[config.mk]
export PLATFORM = sky130hd
export DESIGN_NAME = cue_player_flat
export DESIGN_NICKNAME = d
export VERILOG_FILES = /design/src/rtl/cue_player_if.sv /design/src/rtl/cue_player.sv /design/src/flat_wrapper.sv
export SDC_FILE = /design/constraint.sdc
export NUM_CORES = 1
export LEC_CHECK = 0
export BUFFER_PORTS_ARGS = -buffer_cell sky130_fd_sc_hd__buf_2
export CAP_MARGIN = 20
export CORE_AREA = 2 2 79 81
export DETAILED_ROUTE_END_ITERATION = 6
export DIE_AREA = 0 0 81 83
export HOLD_SLACK_MARGIN = 0.03
export PLACE_DENSITY = 0.72
export SYNTH_ARGS = -nofsm -noshare
export SYNTH_HDL_FRONTEND = slang
export SYNTH_SLANG_ARGS = --single-unit
[constraint.sdc]
create_clock -name clk -period 4.5 [get_ports clk]
set_input_delay 1.125 -clock clk [delete_from_list [all_inputs] [get_ports clk]]
set_output_delay 1.125 -clock clk [all_outputs]
set_load 0.1 [all_outputs]
[src/rtl/cue_player_if.sv]
// Event/config inputs and tone/LED/status outputs of the cue sequencer.
// The master side belongs to the game logic; the slave side to cue_player.
interface cue_player_if #(
  parameter int CODE_W = 4,
  parameter int LEN_W  = 4
);
  logic              success;
  logic              fail;
  logic              abort;
  logic [LEN_W-1:0]  cue_len;
  logic [CODE_W-1:0] note_code;
  logic [CODE_W-1:0] led;
  logic              busy;
  logic              done;

  modport master (
    output success, fail, abort, cue_len,
    input  note_code, led, busy, done
  );

  modport slave (
    input  success, fail, abort, cue_len,
    output note_code, led, busy, done
  );
endinterface

[src/rtl/cue_player.sv]
// Plays an ascending (success) or descending (fail) note cue with tick-based
// note/gap timing; all outputs are registered.
//
// state | meaning
// IDLE  | silent, waiting for success/fail
// NOTE  | sounding note value for index idx_q
// GAP   | silent gap after the note at idx_q
module cue_player #(
  parameter int TICK_DIV   = 5000000,
  parameter int NOTE_TICKS = 1,
  parameter int GAP_TICKS  = 1,
  parameter int MAX_LEN    = 8,
  parameter int CODE_W     = 4,
  parameter int LEN_W      = $clog2(MAX_LEN + 1)
) (
  input  logic           clk,
  input  logic           reset,
  cue_player_if.slave    cue_if
);

  localparam int CYC_W = $clog2(TICK_DIV);
  localparam int TMAX  = (NOTE_TICKS > GAP_TICKS) ? NOTE_TICKS : GAP_TICKS;
  localparam int TCK_W = (TMAX > 1) ? $clog2(TMAX) : 1;

  typedef enum logic [1:0] {IDLE, NOTE, GAP} state_t;

  state_t            state_q;
  logic              fail_q;
  logic [LEN_W-1:0]  len_q;
  logic [LEN_W-1:0]  idx_q;
  logic [CYC_W-1:0]  cyc_q;
  logic [TCK_W-1:0]  tick_q;
  logic [CODE_W-1:0] note_q;
  logic              busy_q;
  logic              done_q;

  logic [LEN_W-1:0]  eff_len_d;
  logic [CODE_W-1:0] start_note_d;
  logic [CODE_W-1:0] next_note_d;
  logic              start_w;
  logic              tick_w;
  logic              note_end_w;
  logic              gap_end_w;
  logic              last_w;

  // success: i+1 ascending; fail: L+1-i descending
  function automatic logic [CODE_W-1:0] note_val(input logic             is_fail,
                                                 input logic [LEN_W-1:0] len,
                                                 input logic [LEN_W-1:0] idx);
    logic [CODE_W-1:0] l_c;
    logic [CODE_W-1:0] i_c;
    l_c = CODE_W'(len);
    i_c = CODE_W'(idx);
    if (is_fail) return l_c + CODE_W'(1) - i_c;
    else         return i_c + CODE_W'(1);
  endfunction

  always_comb begin
    eff_len_d = cue_if.cue_len;
    if (cue_if.cue_len == '0)
      eff_len_d = LEN_W'(1);
    else if (cue_if.cue_len > LEN_W'(MAX_LEN))
      eff_len_d = LEN_W'(MAX_LEN);
  end

  assign start_w      = (cue_if.success | cue_if.fail) & ~cue_if.abort;
  assign start_note_d = note_val(cue_if.fail, eff_len_d, '0);
  assign next_note_d  = note_val(fail_q, len_q, idx_q + LEN_W'(1));
  assign tick_w       = busy_q && (cyc_q == CYC_W'(TICK_DIV - 1));
  assign note_end_w   = tick_w && (tick_q == TCK_W'(NOTE_TICKS - 1));
  assign gap_end_w    = tick_w && (tick_q == TCK_W'(GAP_TICKS - 1));
  assign last_w       = (idx_q == len_q - LEN_W'(1));

  always_ff @(posedge clk or posedge reset) begin
    if (reset) begin
      state_q <= IDLE;
      fail_q  <= 1'b0;
      len_q   <= '0;
      idx_q   <= '0;
      cyc_q   <= '0;
      tick_q  <= '0;
      note_q  <= '0;
      busy_q  <= 1'b0;
      done_q  <= 1'b0;
    end else begin
      done_q <= 1'b0;
      if (cue_if.abort) begin
        state_q <= IDLE;
        idx_q   <= '0;
        cyc_q   <= '0;
        tick_q  <= '0;
        note_q  <= '0;
        busy_q  <= 1'b0;
      end else if (start_w) begin
        // any event restarts from index 0, even mid-cue
        state_q <= NOTE;
        fail_q  <= cue_if.fail;
        len_q   <= eff_len_d;
        idx_q   <= '0;
        cyc_q   <= '0;
        tick_q  <= '0;
        note_q  <= start_note_d;
        busy_q  <= 1'b1;
      end else begin
        if (busy_q) cyc_q <= tick_w ? '0 : cyc_q + CYC_W'(1);
        case (state_q)
          NOTE: begin
            if (note_end_w) begin
              tick_q  <= '0;
              state_q <= GAP;
              note_q  <= '0;
            end else if (tick_w) begin
              tick_q <= tick_q + TCK_W'(1);
            end
          end
          GAP: begin
            if (gap_end_w) begin
              tick_q <= '0;
              if (last_w) begin
                state_q <= IDLE;
                idx_q   <= '0;
                busy_q  <= 1'b0;
                done_q  <= 1'b1;
              end else begin
                state_q <= NOTE;
                idx_q   <= idx_q + LEN_W'(1);
                note_q  <= next_note_d;
              end
            end else if (tick_w) begin
              tick_q <= tick_q + TCK_W'(1);
            end
          end
          default: state_q <= IDLE;
        endcase
      end
    end
  end

  assign cue_if.note_code = note_q;
  assign cue_if.led       = note_q;
  assign cue_if.busy      = busy_q;
  assign cue_if.done      = done_q;

endmodule

[src/flat_wrapper.sv]
// flat-port wrapper written by rule: the top's interface ports become plain ports
module cue_player_flat 
#(
  parameter int TICK_DIV   = 5000000,
  parameter int NOTE_TICKS = 1,
  parameter int GAP_TICKS  = 1,
  parameter int MAX_LEN    = 8,
  parameter int CODE_W     = 4,
  parameter int LEN_W      = $clog2(MAX_LEN + 1)
)
  (clk, reset, cue_if_success, cue_if_fail, cue_if_abort, cue_if_cue_len, cue_if_note_code, cue_if_led, cue_if_busy, cue_if_done);
  cue_player_if #(.CODE_W(CODE_W), .LEN_W(LEN_W)) cue_if_i ();
  input  logic clk;
  input  logic reset;
  input wire logic [$bits(cue_if_i.success)-1:0] cue_if_success;
  input wire logic [$bits(cue_if_i.fail)-1:0] cue_if_fail;
  input wire logic [$bits(cue_if_i.abort)-1:0] cue_if_abort;
  input wire logic [$bits(cue_if_i.cue_len)-1:0] cue_if_cue_len;
  output wire logic [$bits(cue_if_i.note_code)-1:0] cue_if_note_code;
  output wire logic [$bits(cue_if_i.led)-1:0] cue_if_led;
  output wire logic [$bits(cue_if_i.busy)-1:0] cue_if_busy;
  output wire logic [$bits(cue_if_i.done)-1:0] cue_if_done;
  assign cue_if_i.success = cue_if_success;
  assign cue_if_i.fail = cue_if_fail;
  assign cue_if_i.abort = cue_if_abort;
  assign cue_if_i.cue_len = cue_if_cue_len;
  assign cue_if_note_code = cue_if_i.note_code;
  assign cue_if_led = cue_if_i.led;
  assign cue_if_busy = cue_if_i.busy;
  assign cue_if_done = cue_if_i.done;
  cue_player #(.TICK_DIV(TICK_DIV), .NOTE_TICKS(NOTE_TICKS), .GAP_TICKS(GAP_TICKS), .MAX_LEN(MAX_LEN), .CODE_W(CODE_W), .LEN_W(LEN_W)) u_core (.clk(clk), .reset(reset), .cue_if(cue_if_i));
endmodule
==> results of run 1 <==
stage by stage:
stage	setup slack [ns]	std cells	area, µm²	utilization [%]	hold slack, ns
2_1_floorplan	1.947	267	2542	-	0.4968
6_report	1.700	360	2801	48.17	0.5394
3_5_place_dp	1.613	351	2681	46.11	0.5251
4_1_cts	1.700	359	2796	48.09	0.5478
5_1_grt	1.478	360	2801	48.17	0.5650
3_3_place_gp	1.698	351	2681	46.11	0.5095
area by class of cell:
type | instances | area share, %
Timing Repair Buffer | 21 | 3.930
Inverter | 17 | 2.278
Sequential cell | 41 | 36.62
Multi-Input combinational cell | 198 | 49.71
Tap cell | 75 | 3.350
Clock buffer | 5 | 2.456
Clock inverter | 3 | 1.653
cell families (layout without fill, tap and decap cells):
kind of cell | after synthesis | after routing | synth area share (%)
simple gates | 117 | 117 | 24.21
flops | 41 | 41 | 40.35
xor+xnor | 31 | 31 | 11.81
buf+inv | 28 | 46 | 4.872
compound gates | 26 | 26 | 6.939
fa+ha+maj | 13 | 13 | 6.693
mux | 11 | 11 | 5.118
registers in the layout (all words and copies together) (netlist names):
signal / cells
u_core.len_q: 4
u_core.cue_if.busy: 1
u_core.cyc_q: 23
u_core.state_q: 2
u_core.cue_if.led: 4
u_core.cue_if.done: 1
u_core.idx_q: 4
u_core.tick_q: 1
u_core.fail_q: 1
routing by layer:
| metal | share of wire [%] | global-route usage (%) |
|---|---|---|
| met1 | 47 | 21.51 |
| met2 | 48 | 25.77 |
| met3 | 3.9 | 4.022 |
| met4 | 0.85 | 4.931 |
| met5 | 0 | 0 |
worst max path at each step:
stage                                 to  slack (ns)       startpoint
floorplan           u_core.cue_if.led[3]        1.95  u_core.idx_q[0]
global placement        u_core.cyc_q[18]        1.70      cue_if_fail
detailed placement      u_core.cyc_q[22]        1.61      cue_if_fail
CTS                 u_core.cue_if.led[3]        1.70  u_core.idx_q[0]
global route        u_core.cue_if.led[3]        1.48  u_core.idx_q[0]
finish              u_core.cue_if.led[3]        1.70  u_core.idx_q[0]
worst reg2reg max path, cell delays in order, from the launching register on:
cell and delay (ns):
dfrtp_1 0.48, inv_1 0.10, ha_1 0.36, inv_1 0.06, ha_1 0.26, inv_1 0.06, ha_1 0.13, inv_1 0.05
fa_1 0.37, xor3_1 0.21, a2bb2oi_1 0.19, xnor2_1 0.14, a41oi_1 0.14, mux2i_1 0.18
layout by cell type (no fill, tap or decap), types with 2 or more instances in the layout:
master,n
and3_1,3
buf_2,19
ha_1,12
a31oi_1,2
nor3_1,11
nor4_1,5
o21ai_0,7
nand3_1,10
and4_1,2
mux2_4,3
dfrtp_1,41
inv_1,17
o21a_1,2
a21oi_1,6
nand4_1,9
mux2i_1,4
buf_4,2
xnor2_1,16
or3_2,2
nand2_1,23
nand2b_1,2
mux2_2,4
or3_1,2
and4bb_2,2
clkbuf_8,5
nor2b_1,2
or2_2,2
nor2_1,32
xor2_1,13
power breakdown:
part / total [mW] / internal, mW / switching (mW)
clock network: 0.302 / 0.166 / 0.136
registers: 0.389 / 0.378 / 0.0112
logic: 0.129 / 0.0422 / 0.0867
==> qor.txt, run 1 <==
share of layout cells above drive strength 1: 16.84%
total wire length: 4.942 mm
critical path's most frequent cell: inv_1
hold path start: u_core.cue_if.led[0]
Initial Utilization: 43.72%
Core ar.: 5816 µm²
die width: 81 µm
slowest stage delay, CP: 0.48 ns
crit path DAT: 3.02 ns
syn nets: 289
Final Max Slew Viols: 0
multi-input logic area: 1393 µm²
via count: 1928
Hold Path Depth: 1
vias in the first global route: 1918
Top delay family on crit path: adder cells
r2r worst-path depth: 13
remaining global-route overflow: 0
cell count after synthesis: 267
drt pass-1 iters: 4
crit start category: flip-flop
distinct cell type count after synthesis: 51
# resized after CTS: 0
Reg clk slew, reported paths: 0.08 ns
Iteration-0 DRC Markers: 52
syn avg cell area: 9.522 µm²
initial antenna violation count: 0
max_slew headroom: 47.41%
RSZ-0062 raised after global routing: no
status: finished clean
GR Util All Layers: 16.19%
fin crit share: 62.23%
Vias/cell: 5.356
Crit-path slowest cell: dfrtp_1
largest cells by area after synthesis: dfrtp_1, ha_1, xnor2_1, nor2_1, xor2_1
final worst path period need: 2.800 ns
TritonCTS clock tree: built
hold path endpoint: u_core.cue_if.led[0]
total inserted antenna cells: 0
async set or reset register ratio after synthesis: 100.0%
PD cells: 292.7 nW/µm²
first-pass GRT wire length: 8.756 mm
Die Ht: 83 µm
final hold vios: 0
final setup fails: 0
most common cell in the netlist: dfrtp_1
CTS max path bufs: 2
dominant cell type by area after synthesis: dfrtp_1
Detail Placement HPWL: 3.683 mm
Leak: 1.185 nW
Worst-Margin Slew: 0.7873 ns
remaining antenna violation count after routing: 0
warnings from Yosys: 0
I/O Buffers: 18
Setup TNS Final: 0 ns
WS Path Type: flip-flop to flip-flop
post-synth top area share: 40.35%
number of buffers created by CTS: 5
pin count of the biggest net entering global routing: 42
critical path cell sequence: inv_1 > ha_1 > inv_1 > ha_1 > inv_1 > ha_1 > inv_1 > fa_1 > xor3_1 > a2bb2oi_1 > xnor2_1 > a41oi_1 > mux2i_1
worst hold path type: flip-flop to flip-flop
peak fanout along the critical path: 8
postcts setup bufs: 0
top_reg_cell synth: dfrtp_1
H-Tree Depth: 2
Critical Path Stages: 13
Layout area overhead: 10.19%
worst-skew pair later-pin latency: 0.30 ns
Post-synth EDFFs: 0
Data required, critical path: 4.72 ns
hold buffer count at cts: 0
residual DRC count: 0
cell area after synthesis: 2542 µm²
Filler cells: 553
I/O Pins: 19
die footprint: 6723 µm²
synthesized flop and latch total: 41
Clock Skew: 0.007927 ns
GP Congestion: 0.8321
per-cell routed wire length: 13.73 µm
R2R Setup Slk: 1.70 ns
Crit. End Element: flip-flop
post-synthesis sequential area ratio: 40.35%
row cnt: 28
worst reg2reg path startpoint: u_core.idx_q[0]
Peak Freq: 357.1 MHz
Sequential Area: 1026 µm²
Layout Nets: 306
most frequent cells after synthesis: dfrtp_1, nor2_1, nand2_1
Clock Tree Root: clkbuf_8
max_cap viols: 0
worst path bufs/invs: 4
FF-to-FF End: u_core.cue_if.led[3]
# clock sinks: 41
Pwr Total: 820.0 µW
worst vdd ir: 0.1801 mV
Note: power is estimated with default switching activity, not from simulation.
==> run 2, diff against run 1 <==
- clock period: 4.5 -> 2.9 ns (I/O delays scaled with it)
==> run 2 against run 1 <==
  * Clock-buffer cell count increased by 1
  * Die area unchanged
  * Critical endpoint unchanged
  * Hold slack got worse by 0.012 ns
  * Total power increased by 55%
  * Clock skew increased by 0.0044 ns
  * Fmax increased by 4.4%
  * Critical path type unchanged
  * Critical path depth unchanged
  * Via count decreased by 0.52%
  * Worst setup slack got worse by 1.5 ns
==> qor.txt, run 2 (same netlist as run 1, synthesis figures left out) <==
status: finished clean
remaining antenna violation count after routing: 0 (unchanged)
I/O Pins: 19 (unchanged)
Int Power: 912.1 µW (+56%)
final setup fails: 0 (unchanged)
Worst-Margin Slew: 1.064 ns (+0.2772 ns)
commonest cells after routing, fill and taps aside: dfrtp_1, nor2_1, nand2_1
share of layout cells above drive strength 1: 17.42% (+0.58 points)
total wire length: 4.975 mm (+0.67%)
CTS max path bufs: 2 (unchanged)
Filler cells: 563 (+1.8%)
drt pass-1 iters: 4 (unchanged)
slowest stage delay, CP: 0.44 ns (-0.04 ns)
worst hold path type: input pin to async pin
Vias/cell: 5.298 (-1.1%)
Layout area overhead: 10.68%
TritonCTS clock tree: built
WS Path Type: flip-flop to flip-flop
Core ar.: 5816 µm² (unchanged)
vias in the first global route: 1778 (-7.3%)
critical path's most frequent cell: inv_1
residual DRC count: 0 (unchanged)
H-Tree Depth: 2 (unchanged)
max_cap viols: 0 (unchanged)
Crit-path slowest cell: dfrtp_2
worst-skew pair later-pin latency: 0.30 ns (about the same)
crit start category: flip-flop
first-pass GRT wire length: 8.376 mm (-4.3%)
Leak: 1.193 nW (+0.70%)
Final Max Slew Viols: 0 (unchanged)
remaining global-route overflow: 0 (unchanged)
per-cell routed wire length: 13.74 µm (+0.11%)
Top Metal Used: met4
max_slew headroom: 28.56% (-19 points)
# clock sinks: 41 (unchanged)
# resized after CTS: 0 (unchanged)
Crit. End Element: flip-flop
total inserted antenna cells: 0 (unchanged)
max reg flops: 23 (unchanged)
Clock Skew: 0.01234 ns (+0.004411 ns)
postcts setup bufs: 0 (unchanged)
most common cell after layout, fill and taps aside: dfrtp_1
peak fanout along the critical path: 8 (unchanged)
number of buffers created by CTS: 5 (unchanged)
die footprint: 6723 µm² (unchanged)
Initial Utilization: 43.72% (unchanged)
clock share of power: 36.7% (-0.2 points)
Layout Nets: 308 (+0.65%)
Clock Tree Root: clkbuf_8
Top delay family on crit path: adder cells
Data required, critical path: 3.08 ns (-1.64 ns)
RSZ-0062 raised after global routing: no
final hold vios: 0 (unchanged)
Setup TNS Final: 0 ns (unchanged)
row cnt: 28 (unchanged)
Peak Freq: 372.9 MHz (+4.4%)
Combinational Power Share: 15.9% (+0.2 points)
hold buffer count at cts: 0 (unchanged)
sequential share of power: 47.5% (about the same)
initial antenna violation count: 0 (unchanged)
worst path bufs/invs: 4 (unchanged)
WL met2: 2.316 mm (-1.9%)
GP Congestion: 0.8038 (-3.4%)
Sw Ratio: 28.32% (-0.22 points)
crit path DAT: 2.86 ns (-0.16 ns)
worst vdd ir: 0.2112 mV (+17%)
final worst slack: 0.2180 ns (-1.482 ns)
Final Hold Slack: 0.5276 ns (-0.01180 ns)
WL met3: 266 µm (+36%)
Detail Placement HPWL: 3.668 mm (-0.42%)
Metal-1 WL: 2.341 mm (-0.13%)
GR Util All Layers: 15.47% (-0.72 points)
PD cells: 452.2 nW/µm² (+54%)
die width: 81 µm (unchanged)
fin crit share: 92.48% (+30 points)
via count: 1918 (-0.52%)
critical path cell sequence: inv_1 > ha_1 > inv_1 > ha_1 > inv_1 > ha_1 > inv_1 > fa_1 > xor3_1 > a2bb2oi_1 > xnor2_1 > a41oi_1 > mux2i_1
switching power: 360.4 µW (+54%)
I/O Buffers: 18 (unchanged)
final worst path period need: 2.682 ns (-0.1184 ns)
pin count of the biggest net entering global routing: 42 (unchanged)
worst slack, placed: 0.1554 ns (-1.458 ns)
Iteration-0 DRC Markers: 116 (+120%)
Reg clk slew, reported paths: 0.09 ns (about the same)
Pwr Total: 1.272 mW (+55%)
Die Ht: 83 µm (unchanged)
Biggest register: u_core.cyc_q
## run 2: worst reg2reg max path: cells and delay by family, from the launching register on
kind            cells  cell delay [ns]
compound gates      2             0.40
xor+xnor            2             0.27
fa+ha+maj           4             1.13
buf+inv             4             0.25
flops               1             0.44
mux                 1             0.09
## run 2: area by class of cell
type                            instances  area [µm²]  share of cell area (%)
Inverter                               17       63.81                   2.268
Timing Repair Buffer                   23       125.1                   4.446
Sequential cell                        41        1027                   36.51
Multi-Input combinational cell        198        1393                   49.49
Clock buffer                            6       72.57                   2.579
Clock inverter                          2       38.79                   1.378
Tap cell                               75       93.84                   3.335
## run 2: final timing paths
kind,startpoint,endpoint,slack [ns],depth (start not counted)
worst max-delay path,u_core.idx_q[0],u_core.cue_if.led[3],0.22,13
worst min-delay path,reset,u_core.cyc_q[2],0.53,3
worst max register to register,u_core.idx_q[0],u_core.cue_if.led[3],0.22,13
worst min register to register,u_core.cue_if.led[0],u_core.cue_if.led[0],0.53,1
max in group asynchronous,reset,u_core.idx_q[0],1.96,3
min in group clk,u_core.cue_if.led[0],u_core.cue_if.led[0],0.53,1
## run 2: power groups by stage
stage          clock network, mW  registers (mW)  logic [mW]
4_1_cts                    0.480           0.604       0.204
5_1_grt                    0.507           0.606       0.219
6_report                   0.467           0.604       0.202
3_5_place_dp                   0           0.615       0.203
2_1_floorplan                  0           0.640       0.135
3_3_place_gp                   0           0.614       0.198
## run 2: stage by stage
step	std cells	cell area [µm²]	utilization [%]
after detailed placement	353	2696	46.36
after global routing	362	2814	48.39
final	362	2814	48.39
after CTS	361	2808	48.28
after global placement	353	2696	46.36
after floorplan	267	2542	-
## run 2: layer usage
layer  GRT usage (%)  vias to the layer above
li1                -                      957
met1           21.69                      913
met2           23.67                       43
met3           4.130                        5
met4           3.698                        0
met5               0                        -
==> run 3, diff against run 2 <==
- BUFFER_PORTS_ARGS: -buffer_cell sky130_fd_sc_hd__buf_2 -> default
- DONT_BUFFER_PORTS: default -> 1
- PLACE_DENSITY: 0.72 -> 0.69
==> run 3 against run 2 <==
  * Utilization fell by 1.6 points
  * Via count shrank 5.0%
  * Flip-flop and latch count unchanged
  * Critical path depth is the same
  * First-iteration DRC count shrank 47%
  * Fmax grew 1.1%
  * Sequential share of layout area increased by 1.5 points
  * Routed wire length is 3.0% lower
  * Register-to-register slack better by 0.03 ns
  * Worst setup slack better by 0.030 ns
==> qor.txt, run 3 (same netlist as run 1, synthesis figures left out) <==
postcts setup bufs: 0 (unchanged)
worst vdd ir: 0.2327 mV (+10%)
max_cap viols: 0 (unchanged)
fin crit share: 91.45% (-1.0 points)
final setup fails: 0 (unchanged)
worst-skew pair later-pin latency: 0.30 ns (about the same)
non-filler cells, final: 345 (-4.7%)
first-pass GRT wire length: 8.604 mm (+2.7%)
Pwr Total: 1.165 mW (-8.4%)
critical path's most frequent cell: inv_1
I/O Pins: 19 (unchanged)
GR Util All Layers: 15.94% (+0.47 points)
fin util: 46.75% (-1.6 points)
via count: 1822 (-5.0%)
RSZ-0062 raised after global routing: no
crit start category: flip-flop
per-cell routed wire length: 13.98 µm (+1.7%)
Layout Nets: 291 (-5.5%)
Crit-path slowest cell: dfrtp_2
number of buffers created by CTS: 5 (unchanged)
Peak Freq: 377.0 MHz (+1.1%)
Layout area overhead: 6.939%
r2r worst-path depth: 13 (unchanged)
WS Path Type: flip-flop to flip-flop
Biggest register: u_core.cyc_q
final worst slack: 0.2478 ns (+0.02981 ns)
pin count of the biggest net entering global routing: 42 (unchanged)
residual DRC count: 0 (unchanged)
slowest stage delay, CP: 0.44 ns (about the same)
row cnt: 28 (unchanged)
H-Tree Depth: 2 (unchanged)
Initial Utilization: 43.72% (unchanged)
status: finished clean
share of layout cells above drive strength 1: 14.07% (-3.3 points)
initial antenna violation count: 0 (unchanged)
CTS max path bufs: 2 (unchanged)
Leak: 1.103 nW (-7.5%)
# clock sinks: 41 (unchanged)
Worst-Margin Slew: 0.9595 ns (-0.1050 ns)
DP Area: 2626 µm² (-2.6%)
commonest cells after routing, fill and taps aside: dfrtp_1, nor2_1, nand2_1
PD cells: 428.5 nW/µm² (-5.2%)
remaining antenna violation count after routing: 0 (unchanged)
max_slew headroom: 36.03% (+7.5 points)
most common cell after layout, fill and taps aside: dfrtp_1
Final Max Slew Viols: 0 (unchanged)
R2R Setup Slk: 0.25 ns (+0.03 ns)
die footprint: 6723 µm² (unchanged)
Detail Placement HPWL: 3.651 mm (-0.44%)
peak fanout along the critical path: 8 (unchanged)
worst reg2reg path startpoint: u_core.idx_q[0]
worst slack, placed: 0.1679 ns (+0.01254 ns)
final instance area: 2719 µm² (-3.4%)
remaining global-route overflow: 0 (unchanged)
crit path DAT: 2.87 ns (about the same)
dpl cells: 337 (-4.5%)
FF-to-FF End: u_core.cue_if.led[3]
Reg clk slew, reported paths: 0.09 ns (about the same)
final hold vios: 0 (unchanged)
total inserted antenna cells: 0 (unchanged)
Die Ht: 83 µm (unchanged)
vias in the first global route: 1815 (+2.1%)
total wire length: 4.824 mm (-3.0%)
Data required, critical path: 3.12 ns (+0.04 ns)
final worst path period need: 2.652 ns (-0.02981 ns)
Core ar.: 5816 µm² (unchanged)
I/O Buffers: 0 (-18)
drt pass-1 iters: 4 (unchanged)
GP Congestion: 0.8497 (+5.7%)
critical path cell sequence: inv_1 > ha_1 > inv_1 > ha_1 > inv_1 > ha_1 > inv_1 > fa_1 > xor3_1 > a2bb2oi_1 > xnor2_1 > a41oi_1 > mux2i_1
Setup TNS Final: 0 ns (unchanged)
die width: 81 µm (unchanged)
Crit. End Element: flip-flop
Clock Tree Root: clkbuf_8
Final Hold Slack: 0.4410 ns (-0.08663 ns)
Iteration-0 DRC Markers: 61 (-47%)
worst hold path type: input pin to async pin
Vias/cell: 5.281 (-0.32%)
TritonCTS clock tree: built
max reg flops: 23 (unchanged)
Clock Skew: 0.01334 ns (+0.001006 ns)
run 3: cell count changes in the layout (fill, tap and decap cells not counted):
| cell | previous run | this run |
|---|---|---|
| buf_2 | 18 | 0 |
| dfrtp_1 | 40 | 36 |
| dfrtp_2 | 1 | 5 |
| buf_4 | 4 | 6 |
| bufinv_16 | 1 | 0 |
| clkbuf_1 | 1 | 0 |
| clkbuf_2 | 1 | 0 |
| clkinv_2 | 0 | 1 |
| clkinv_4 | 1 | 2 |
run 3: metal layers:
metal / GRT usage (%) / share of wire [%]
met1: 21.94 / 48
met2: 24.87 / 46
met3: 4.022 / 4.5
met4: 4.006 / 1.1
met5: 0 / 0
run 3: how the worst max path moves through the flow:
stage	startpoint	end	slack [ns]
3_5_place_dp	u_core.idx_q[0]	u_core.cue_if.led[3]	0.17
6_report	u_core.idx_q[0]	u_core.cue_if.led[3]	0.25
2_1_floorplan	u_core.idx_q[0]	u_core.cue_if.led[3]	0.35
5_1_grt	u_core.idx_q[0]	u_core.cue_if.led[3]	0.07
4_1_cts	u_core.idx_q[0]	u_core.cue_if.led[3]	0.16
3_3_place_gp	u_core.idx_q[0]	u_core.cue_if.led[3]	0.22
run 3: area by class of cell:
cell class / count / area, µm²
inverters: 17 / 63.81
well taps: 75 / 93.84
fillers: 561 / 3097
multi-input cells: 198 / 1393
flip-flops and latches: 41 / 1032
clock inverters: 3 / 22.52
repair buffers: 6 / 45.04
clock buffers: 5 / 68.82
run 3: critical path, delay by kind of cell (launching register included):
family	cells	cell delay [ns]
adder cells (fa/ha/maj)	4	1.11
buffers and inverters	4	0.25
AO/OA/AOI/OAI	2	0.31
multiplexers	1	0.16
XOR/XNOR	2	0.32
flip-flops	1	0.44
run 3: repair_timing:
item                       CTS  global route
hold buffers                 0             0
gates resized for setup      0             1
setup endpoints to repair    0             1
run 3: power by group:
group	switching (mW)	leakage, nW	total (mW)	internal (mW)
Clock	0.207	0.0481	0.378	0.171
Combinational	0.0754	0.505	0.134	0.0591
Sequential	0.0669	0.550	0.653	0.586
